**src/rtl/board_input_ctrl_pkg.sv**
```systemverilog
// Shared definitions for the board input controller.
// Holds the read-word layout seen by the core and the default debounce lengths.
package board_input_ctrl_pkg;

  // Read-word geometry and field offsets
  localparam int unsigned RD_W       = 32;
  localparam int unsigned BTN_EV_LSB = 0;
  localparam int unsigned SW_LSB     = 16;

  // Debounce lengths: 10 ms at 100 MHz on the board, short value for simulation
  localparam int unsigned DEBOUNCE_HW  = 1000000;
  localparam int unsigned DEBOUNCE_SIM = 4;

  // Read-word payload: switches in the upper half, event flags in the lower half
  typedef struct packed {
    logic [RD_W-SW_LSB-1:0]     sw;
    logic [SW_LSB-BTN_EV_LSB-1:0] ev;
  } rd_word_t;

endpackage

```
**src/rtl/board_input_ctrl_btn_debounce.sv**
```systemverilog
// Single-bit button conditioner (btn_debounce): two-flop synchronizer followed
// by a stability counter. The level follows the synchronized input only after
// it has disagreed with the level for DEBOUNCE_CYCLES consecutive edges.
// Ports:
//   clk    system clock
//   reset  asynchronous active-low reset
//   raw    raw asynchronous button input
//   level  debounced button level
module board_input_ctrl_btn_debounce
  import board_input_ctrl_pkg::*;
#(
  parameter int unsigned DEBOUNCE_CYCLES = DEBOUNCE_HW
) (
  input  logic clk,
  input  logic reset,
  input  logic raw,
  output logic level
);

  localparam int unsigned     CNT_W   = $clog2(DEBOUNCE_CYCLES);
  localparam logic [CNT_W-1:0] CNT_MAX = CNT_W'(DEBOUNCE_CYCLES - 1);

  logic             sync_meta;
  logic             sync_q;
  logic [CNT_W-1:0] cnt;

  // Two-flop synchronizer
  always_ff @(posedge clk or negedge reset) begin
    if (!reset) begin
      sync_meta <= 1'b0;
      sync_q    <= 1'b0;
    end else begin
      sync_meta <= raw;
      sync_q    <= sync_meta;
    end
  end

  // Stability counter; any edge where input agrees with level restarts it
  always_ff @(posedge clk or negedge reset) begin
    if (!reset) begin
      cnt   <= '0;
      level <= 1'b0;
    end else if (sync_q != level) begin
      if (cnt == CNT_MAX) begin
        level <= sync_q;
        cnt   <= '0;
      end else begin
        cnt <= cnt + CNT_W'(1);
      end
    end else begin
      cnt <= '0;
    end
  end

endmodule

```
**src/rtl/board_input_ctrl.sv**
```systemverilog
// Board input controller: synchronizes switches, debounces buttons, turns
// debounced presses into sticky event flags read by the core, and generates
// the core clock-enable (free-run or single-step).
// Ports:
//   clk            system clock
//   reset          asynchronous active-low reset
//   btn_raw        raw bouncing push-buttons
//   sw_raw         raw slide switches
//   rd_en          core read strobe
//   rd_data        registered read word {switches, events}
//   rd_valid       one-cycle pulse qualifying rd_data
//   btn_level      debounced button levels
//   event_pending  any event flag set
//   step_pulse     one-cycle pulse per debounced step-button press
//   cpu_en         core clock-enable
module board_input_ctrl
  import board_input_ctrl_pkg::*;
#(
  parameter int unsigned N_BTN           = 4,
  parameter int unsigned N_SW            = 8,
  parameter int unsigned DEBOUNCE_CYCLES = DEBOUNCE_HW,
  parameter int unsigned RUN_SW          = 0,
  parameter int unsigned STEP_BTN        = 0
) (
  input  logic             clk,
  input  logic             reset,
  input  logic [N_BTN-1:0] btn_raw,
  input  logic [N_SW-1:0]  sw_raw,
  input  logic             rd_en,
  output logic [RD_W-1:0]  rd_data,
  output logic             rd_valid,
  output logic [N_BTN-1:0] btn_level,
  output logic             event_pending,
  output logic             step_pulse,
  output logic             cpu_en
);

  // Elaboration-time parameter sanity
  if (N_BTN < 1 || N_BTN > 8) begin : g_bad_nbtn
    $error("N_BTN out of range");
  end
  if (N_SW < 1 || N_SW > 16) begin : g_bad_nsw
    $error("N_SW out of range");
  end
  if (DEBOUNCE_CYCLES < 2) begin : g_bad_deb
    $error("DEBOUNCE_CYCLES must be >= 2");
  end
  if (RUN_SW >= N_SW || STEP_BTN >= N_BTN) begin : g_bad_idx
    $error("RUN_SW/STEP_BTN index out of range");
  end

  logic [N_SW-1:0]  sw_meta;
  logic [N_SW-1:0]  sw_sync;
  logic [N_BTN-1:0] btn_level_d;
  logic [N_BTN-1:0] rise;
  logic [N_BTN-1:0] ev;
  logic [N_BTN-1:0] ev_next;
  rd_word_t         rd_word;

  // Switch synchronizer; switches are used without debouncing
  always_ff @(posedge clk or negedge reset) begin
    if (!reset) begin
      sw_meta <= '0;
      sw_sync <= '0;
    end else begin
      sw_meta <= sw_raw;
      sw_sync <= sw_meta;
    end
  end

  // Per-button synchronizer + debounce
  for (genvar g = 0; g < int'(N_BTN); g++) begin : g_btn
    board_input_ctrl_btn_debounce #(
      .DEBOUNCE_CYCLES(DEBOUNCE_CYCLES)
    ) u_debounce (
      .clk  (clk),
      .reset(reset),
      .raw  (btn_raw[g]),
      .level(btn_level[g])
    );
  end

  // Press detection and event-flag update; a rise coinciding with a read stays pending
  always_comb begin
    rise    = btn_level & ~btn_level_d;
    ev_next = (rd_en ? '0 : ev) | rise;
  end

  // Read word: pre-clear event flags plus synchronized switches
  always_comb begin
    rd_word                = '0;
    rd_word.ev[N_BTN-1:0]  = ev;
    rd_word.sw[N_SW-1:0]   = sw_sync;
  end

  // Event flags, read port, step pulse and clock-enable
  always_ff @(posedge clk or negedge reset) begin
    if (!reset) begin
      btn_level_d   <= '0;
      ev            <= '0;
      event_pending <= 1'b0;
      rd_data       <= '0;
      rd_valid      <= 1'b0;
      step_pulse    <= 1'b0;
      cpu_en        <= 1'b0;
    end else begin
      btn_level_d   <= btn_level;
      ev            <= ev_next;
      event_pending <= |ev_next;
      rd_valid      <= rd_en;
      if (rd_en) begin
        rd_data <= rd_word;
      end
      step_pulse    <= rise[STEP_BTN];
      cpu_en        <= sw_sync[RUN_SW] | rise[STEP_BTN];
    end
  end

endmodule

```
**config.mk**
```make
export PLATFORM = sky130hd
export DESIGN_NAME = board_input_ctrl
export DESIGN_NICKNAME = d
export VERILOG_FILES = /design/src/rtl/board_input_ctrl_pkg.sv /design/src/rtl/board_input_ctrl_btn_debounce.sv /design/src/rtl/board_input_ctrl.sv
export SDC_FILE = /design/constraint.sdc
export NUM_CORES = 1
export LEC_CHECK = 0
export CORE_MARGIN = 2
export CORE_UTILIZATION = 45
export DETAILED_ROUTE_END_ITERATION = 12
export PLACE_DENSITY = 0.75
export REMOVE_ABC_BUFFERS = 1
export SLEW_MARGIN = 30
export SYNTH_ARGS = -nofsm -noshare
export SYNTH_HDL_FRONTEND = slang
export SYNTH_HIERARCHICAL = 1
export SYNTH_SLANG_ARGS = --single-unit
export TNS_END_PERCENT = 5
```
**constraint.sdc**
```tcl
create_clock -name clk -period 2.65 [get_ports clk]
set_clock_uncertainty 0.05 [all_clocks]
set_input_delay 0.265 -clock clk [delete_from_list [all_inputs] [get_ports clk]]
set_output_delay 0.265 -clock clk [all_outputs]
set_load 0.02 [all_outputs]
```
Yosys cells after proc, flatten, opt, wreduce, memory -nomap -nowiden
Index checks and enable logic that the tools add are counted.

Word-level logic and storage cells: 55. Bits in registers: 132. Output and inout bits: 40. Input port bits: 15.

$add $sub $neg: 4. Reduce and logical (&&, ||, !) cells: 5. Eq/ne operators: 8. Bitwise gates (word level): 4. Muxes and demuxes: 9.

Operators with widths (count): $mux W20 (8); $add A20 B1 Y20 const B (4); $eq A20 B20 Y1 const B (4); $reduce_and A2 Y1 (4); $and A4 B4 Y4 (1); $mux W4 (1); $ne A1 B1 Y1 (4); $not A4 Y4 (1); $or A4 B4 Y4 (1); $reduce_or A4 Y1 (1); $or A1 B1 Y1 (1).

Longest topological paths before layout
Depth after elaboration: 4. Mapped depth: 7. Mapped depth without buffers: 5.

By module
Netlist, hierarchy kept.

By module, submodules not included: board_input_ctrl_btn_debounce (instances 4, cells each 110, area each 1108.6 µm², seq. area each 575.6 µm²); board_input_ctrl (instances 1, cells each 90, area each 1396.3 µm², seq. area each 1001.0 µm²).

Worst setup path after synthesis
OpenSTA, ideal clock, no wires.

Kind: reg-to-reg. Start point: register g_btn[0].u_debounce.cnt[12]. End point: register g_btn[0].u_debounce.cnt[10]. Buffers on the path: 1. Stages on the path, launching flop included: 6. Required time: 2.481 ns. Path slack: 0.623 ns. Library setup time: 0.119 ns. Clock period less this slack: 2.027 ns. Arrival time: 1.858 ns. Path through: dfrtp_1 -> or4_1 -> or4_4 -> o21ai_4 -> buf_6 -> nor2_1.

Word-level cells in the longest chain between the ends: 3.

RTL lines: start: declaration (RTL line board_input_ctrl_btn_debounce.sv:25) `logic [CNT_W-1:0] cnt;`; start signal: assignment (RTL line board_input_ctrl_btn_debounce.sv:48) `cnt <= cnt + CNT_W'(1);`; $eq A20 B20 Y1 (RTL line board_input_ctrl_btn_debounce.sv:44) `if (cnt == CNT_MAX) begin`; $mux W20 (RTL line board_input_ctrl_btn_debounce.sv:44); $mux W20 (RTL line board_input_ctrl_btn_debounce.sv:43) `end else if (sync_q != level) begin`.

No other way between the ends. A chain may end at the register's enable or synchronous reset.

Worst setup path after layout
Start point: register g_btn[2].u_debounce.cnt[12]. End point: register g_btn[2].u_debounce.cnt[12].

Word-level cells in the longest chain between the ends: 3. Elaborated cells on any way between the ends: 4. Classes of those cells: 1 x add/sub; 1 x eq/ne; 2 x mux.

RTL lines (RTL line): start: declaration (board_input_ctrl_btn_debounce.sv:25); start signal: assignment (board_input_ctrl_btn_debounce.sv:48); $add A20 B1 Y20 or $eq A20 B20 Y1 (tied branches) (board_input_ctrl_btn_debounce.sv:48, board_input_ctrl_btn_debounce.sv:44); $mux W20 (*) (board_input_ctrl_btn_debounce.sv:44); $mux W20 (*) (board_input_ctrl_btn_debounce.sv:43).

Every way passes the cells marked *; elsewhere a longest branch is shown, timed or not.

==> metrics <==
outcome=complete, no violations; R2R depth=4; clk_lat worst skew=0.42 ns; Worst-path clk slew=0.06 ns; initial antenna violation count=0; classification of the worst-slack hold path=input pin to flop; vias=around 4,000; total placed cells including tap cells=between 700 and 800; Sink Count=132; DR iter-0 viols=266; period utilisation layout=86.0%; CP Class=flop to flop; final net count=598; Yosys Warn Count=6; Int Pwr=3.63 mW; Slew HR=59.7%; logic gate share of total power=4.6%; Num CTS Buffers=17; Leakage=2.82 nW; Post-CTS Resized=0; total power=4.65 mW; hold path startpoint=sw_raw[4]; most frequent cell after synthesis=dfrtp_1; unrepaired setup endpoints after global routing=false; Critical Path RT=2.87 ns; internal reg-to-reg setup slack=0.37 ns; PD cells=673 nW/um2; DR pass1 iterations=5; final hold violations=0; clk buf depth=2; post-synth cell types=35; CP Launch Type=flop; Syn Inst Count=530; pin count of the biggest net entering global routing=50; Clk pwr share=50.4%; synth top area cells=dfrtp_1, xnor2_1, nor2_1, mux2_2, buf_4; min Tclk post-route=2.28 ns; Ports=55; Buffers on Ports=34; Synth top area share=a little under three fifths; sequential area share after synthesis=56.7%; Core Region=12,600 um2; GRT overflow=0; Slew @ Worst Pin=0.599 ns; final worst slack=0.371 ns; Final Slew Violations=0; Hold-fix buffers, CTS=1; ANT nets after route=0; WL final=roughly 11 mm; non-filler cells, final=764; CTS tree=done; final setup fails=0; Synth area leader=dfrtp_1; Root Driver=clkbuf_16; Starting Density=46.2%; Switching Share=21.8%; P_sw=between 1 and 1.5 mW; synthesized area=5830 um2; Flop pwr share=45.0%; Via density=5.11; htree depth=4; post-place setup slack=0.403 ns; first-pass GRT wire length=approximately 19 mm; Peak VDD IR=541 uV; top post-synthesis cells by count=dfrtp_1, nor2_1, xnor2_1; number of synthesized flops with an enable pin=0; Remaining DRCs=0; Worst Path Max Fanout=19; die height=around 120 um; vias in the first global route=4,110; worst flop-to-flop path endpoint=g_btn[2].u_debounce/cnt[12]; Hold EP=sw_meta[4]; drt wl/cell=14.0 um; final core utilization=54.7%; area grow syn2layout=18.4%; die span in x=118 um; async set-reset flop share out of synthesis=100%; GRT Resource Usage Total=roughly 17%; n_diodes=0; DP HPWL=7.20 mm; total negative slack=0 ns; number of synthesized register bits=132; RR Startpoint=g_btn[2].u_debounce/cnt[12]; hold depth=1; Post-CTS Setup Bufs=0; synthesized area per cell=around 11 um2; CP Capture Type=flop; f_max=between 400 and 500 MHz; CP arrival=2.50 ns; Max Cap Viol=0; # rows=41; Main synth FF type=dfrtp_1; layout cells sized above 1=between 10% and 20%; global placement routability congestion=0.849; Die ar.=13,900 um2
-- metal layers --
metal  up-vias  track usage (%)  part of all wire [%]
met5         -                0                     0
met4         0             6.10                   1.1
met2        83             26.9                    47
met1      1942             21.2                    47
li1       1865                -                     -
met3        12             7.03                   5.7
-- layout make-up --
cell class / count / area [um2]
flip-flops and latches: 132 / 3300
fillers: 1094 / 5710
inverters: 36 / 135
multi-input cells: 351 / 2240
clock buffers: 22 / 484
clock inverters: 10 / 121
repair buffers: 41 / 405
well taps: 172 / 215
-- worst max-delay path, cell delays in order, from the launching register on --
cell and delay, ns:
dfrtp_1 0.43, or4_1 0.56, or4_4 0.54, o21ai_4 0.44, nor2_1 0.12
-- cell usage in the layout, fill, tap and decap left out, types with 6 or more instances in the layout --
cell and n:
or4_1 9, nor3_1 16, nor2_1 88, dfrtp_1 132
clkbuf_16 17, nand4_1 20, nor4_1 20, clkdlybuf4s50_1 33
buf_4 6, xnor2_1 52, mux2_2 16, nand2_1 12
a21oi_1 8, inv_1 36, conb_1 20, nand3_1 24
xor2_1 12
-- power by group through the flow --
stage / Combinational (mW) / Clock, mW / Sequential, mW
final: 0.212 / 2.34 / 2.09
after global routing: 0.238 / 2.49 / 2.10
after CTS: 0.217 / 2.39 / 2.09
after detailed placement: 0.214 / 0 / 2.13
after global placement: 0.208 / 0 / 2.12
after floorplan: 0.0800 / 0 / 2.14
-- through the flow --
step	area, um2	hold slack (ns)
global route	6910	0.225
floorplan	5680	-0.0806
CTS	6910	0.216
finish	6910	0.235
detailed placement	6290	0.236
global placement	6290	0.233
-- state kept, by name, indices dropped and copies added, names as in the netlist, 4 cells and up --
signal	count
g_btn.u_debounce/cnt	80
rd_data	12
sw_meta	8
sw_sync	8
btn_level_d	4
ev	4
g_btn.u_debounce/level	4
g_btn.u_debounce/sync_meta	4
g_btn.u_debounce/sync_q	4
-- how the worst max path moves through the flow --
stage / start / end / slack [ns]
after global routing: g_btn[2].u_debounce/cnt[11] / g_btn[2].u_debounce/cnt[14] / 0.28
after detailed placement: g_btn[2].u_debounce/cnt[11] / g_btn[2].u_debounce/cnt[4] / 0.40
after CTS: g_btn[2].u_debounce/cnt[12] / g_btn[2].u_debounce/cnt[12] / 0.37
after floorplan: g_btn[0].u_debounce/cnt[12] / g_btn[0].u_debounce/level / 0.62
after global placement: g_btn[2].u_debounce/cnt[11] / g_btn[2].u_debounce/cnt[6] / 0.46
final: g_btn[2].u_debounce/cnt[12] / g_btn[2].u_debounce/cnt[12] / 0.37
-- logic make-up (layout without fill, tap and decap cells) --
family	Yosys count	count (layout)	synth area share [%]
adders and majority gates	4	4	0.858
AOI/OAI and AO/OA	28	28	4.27
xor gates and xnor gates	64	64	9.61
buffers and inverters	66	109	6.14
DFF	132	132	56.7
muxes	16	16	3.09
other	1	20	0.0643
and+or+nand+nor	219	219	19.3
Power figures use the tool's default switching activity.
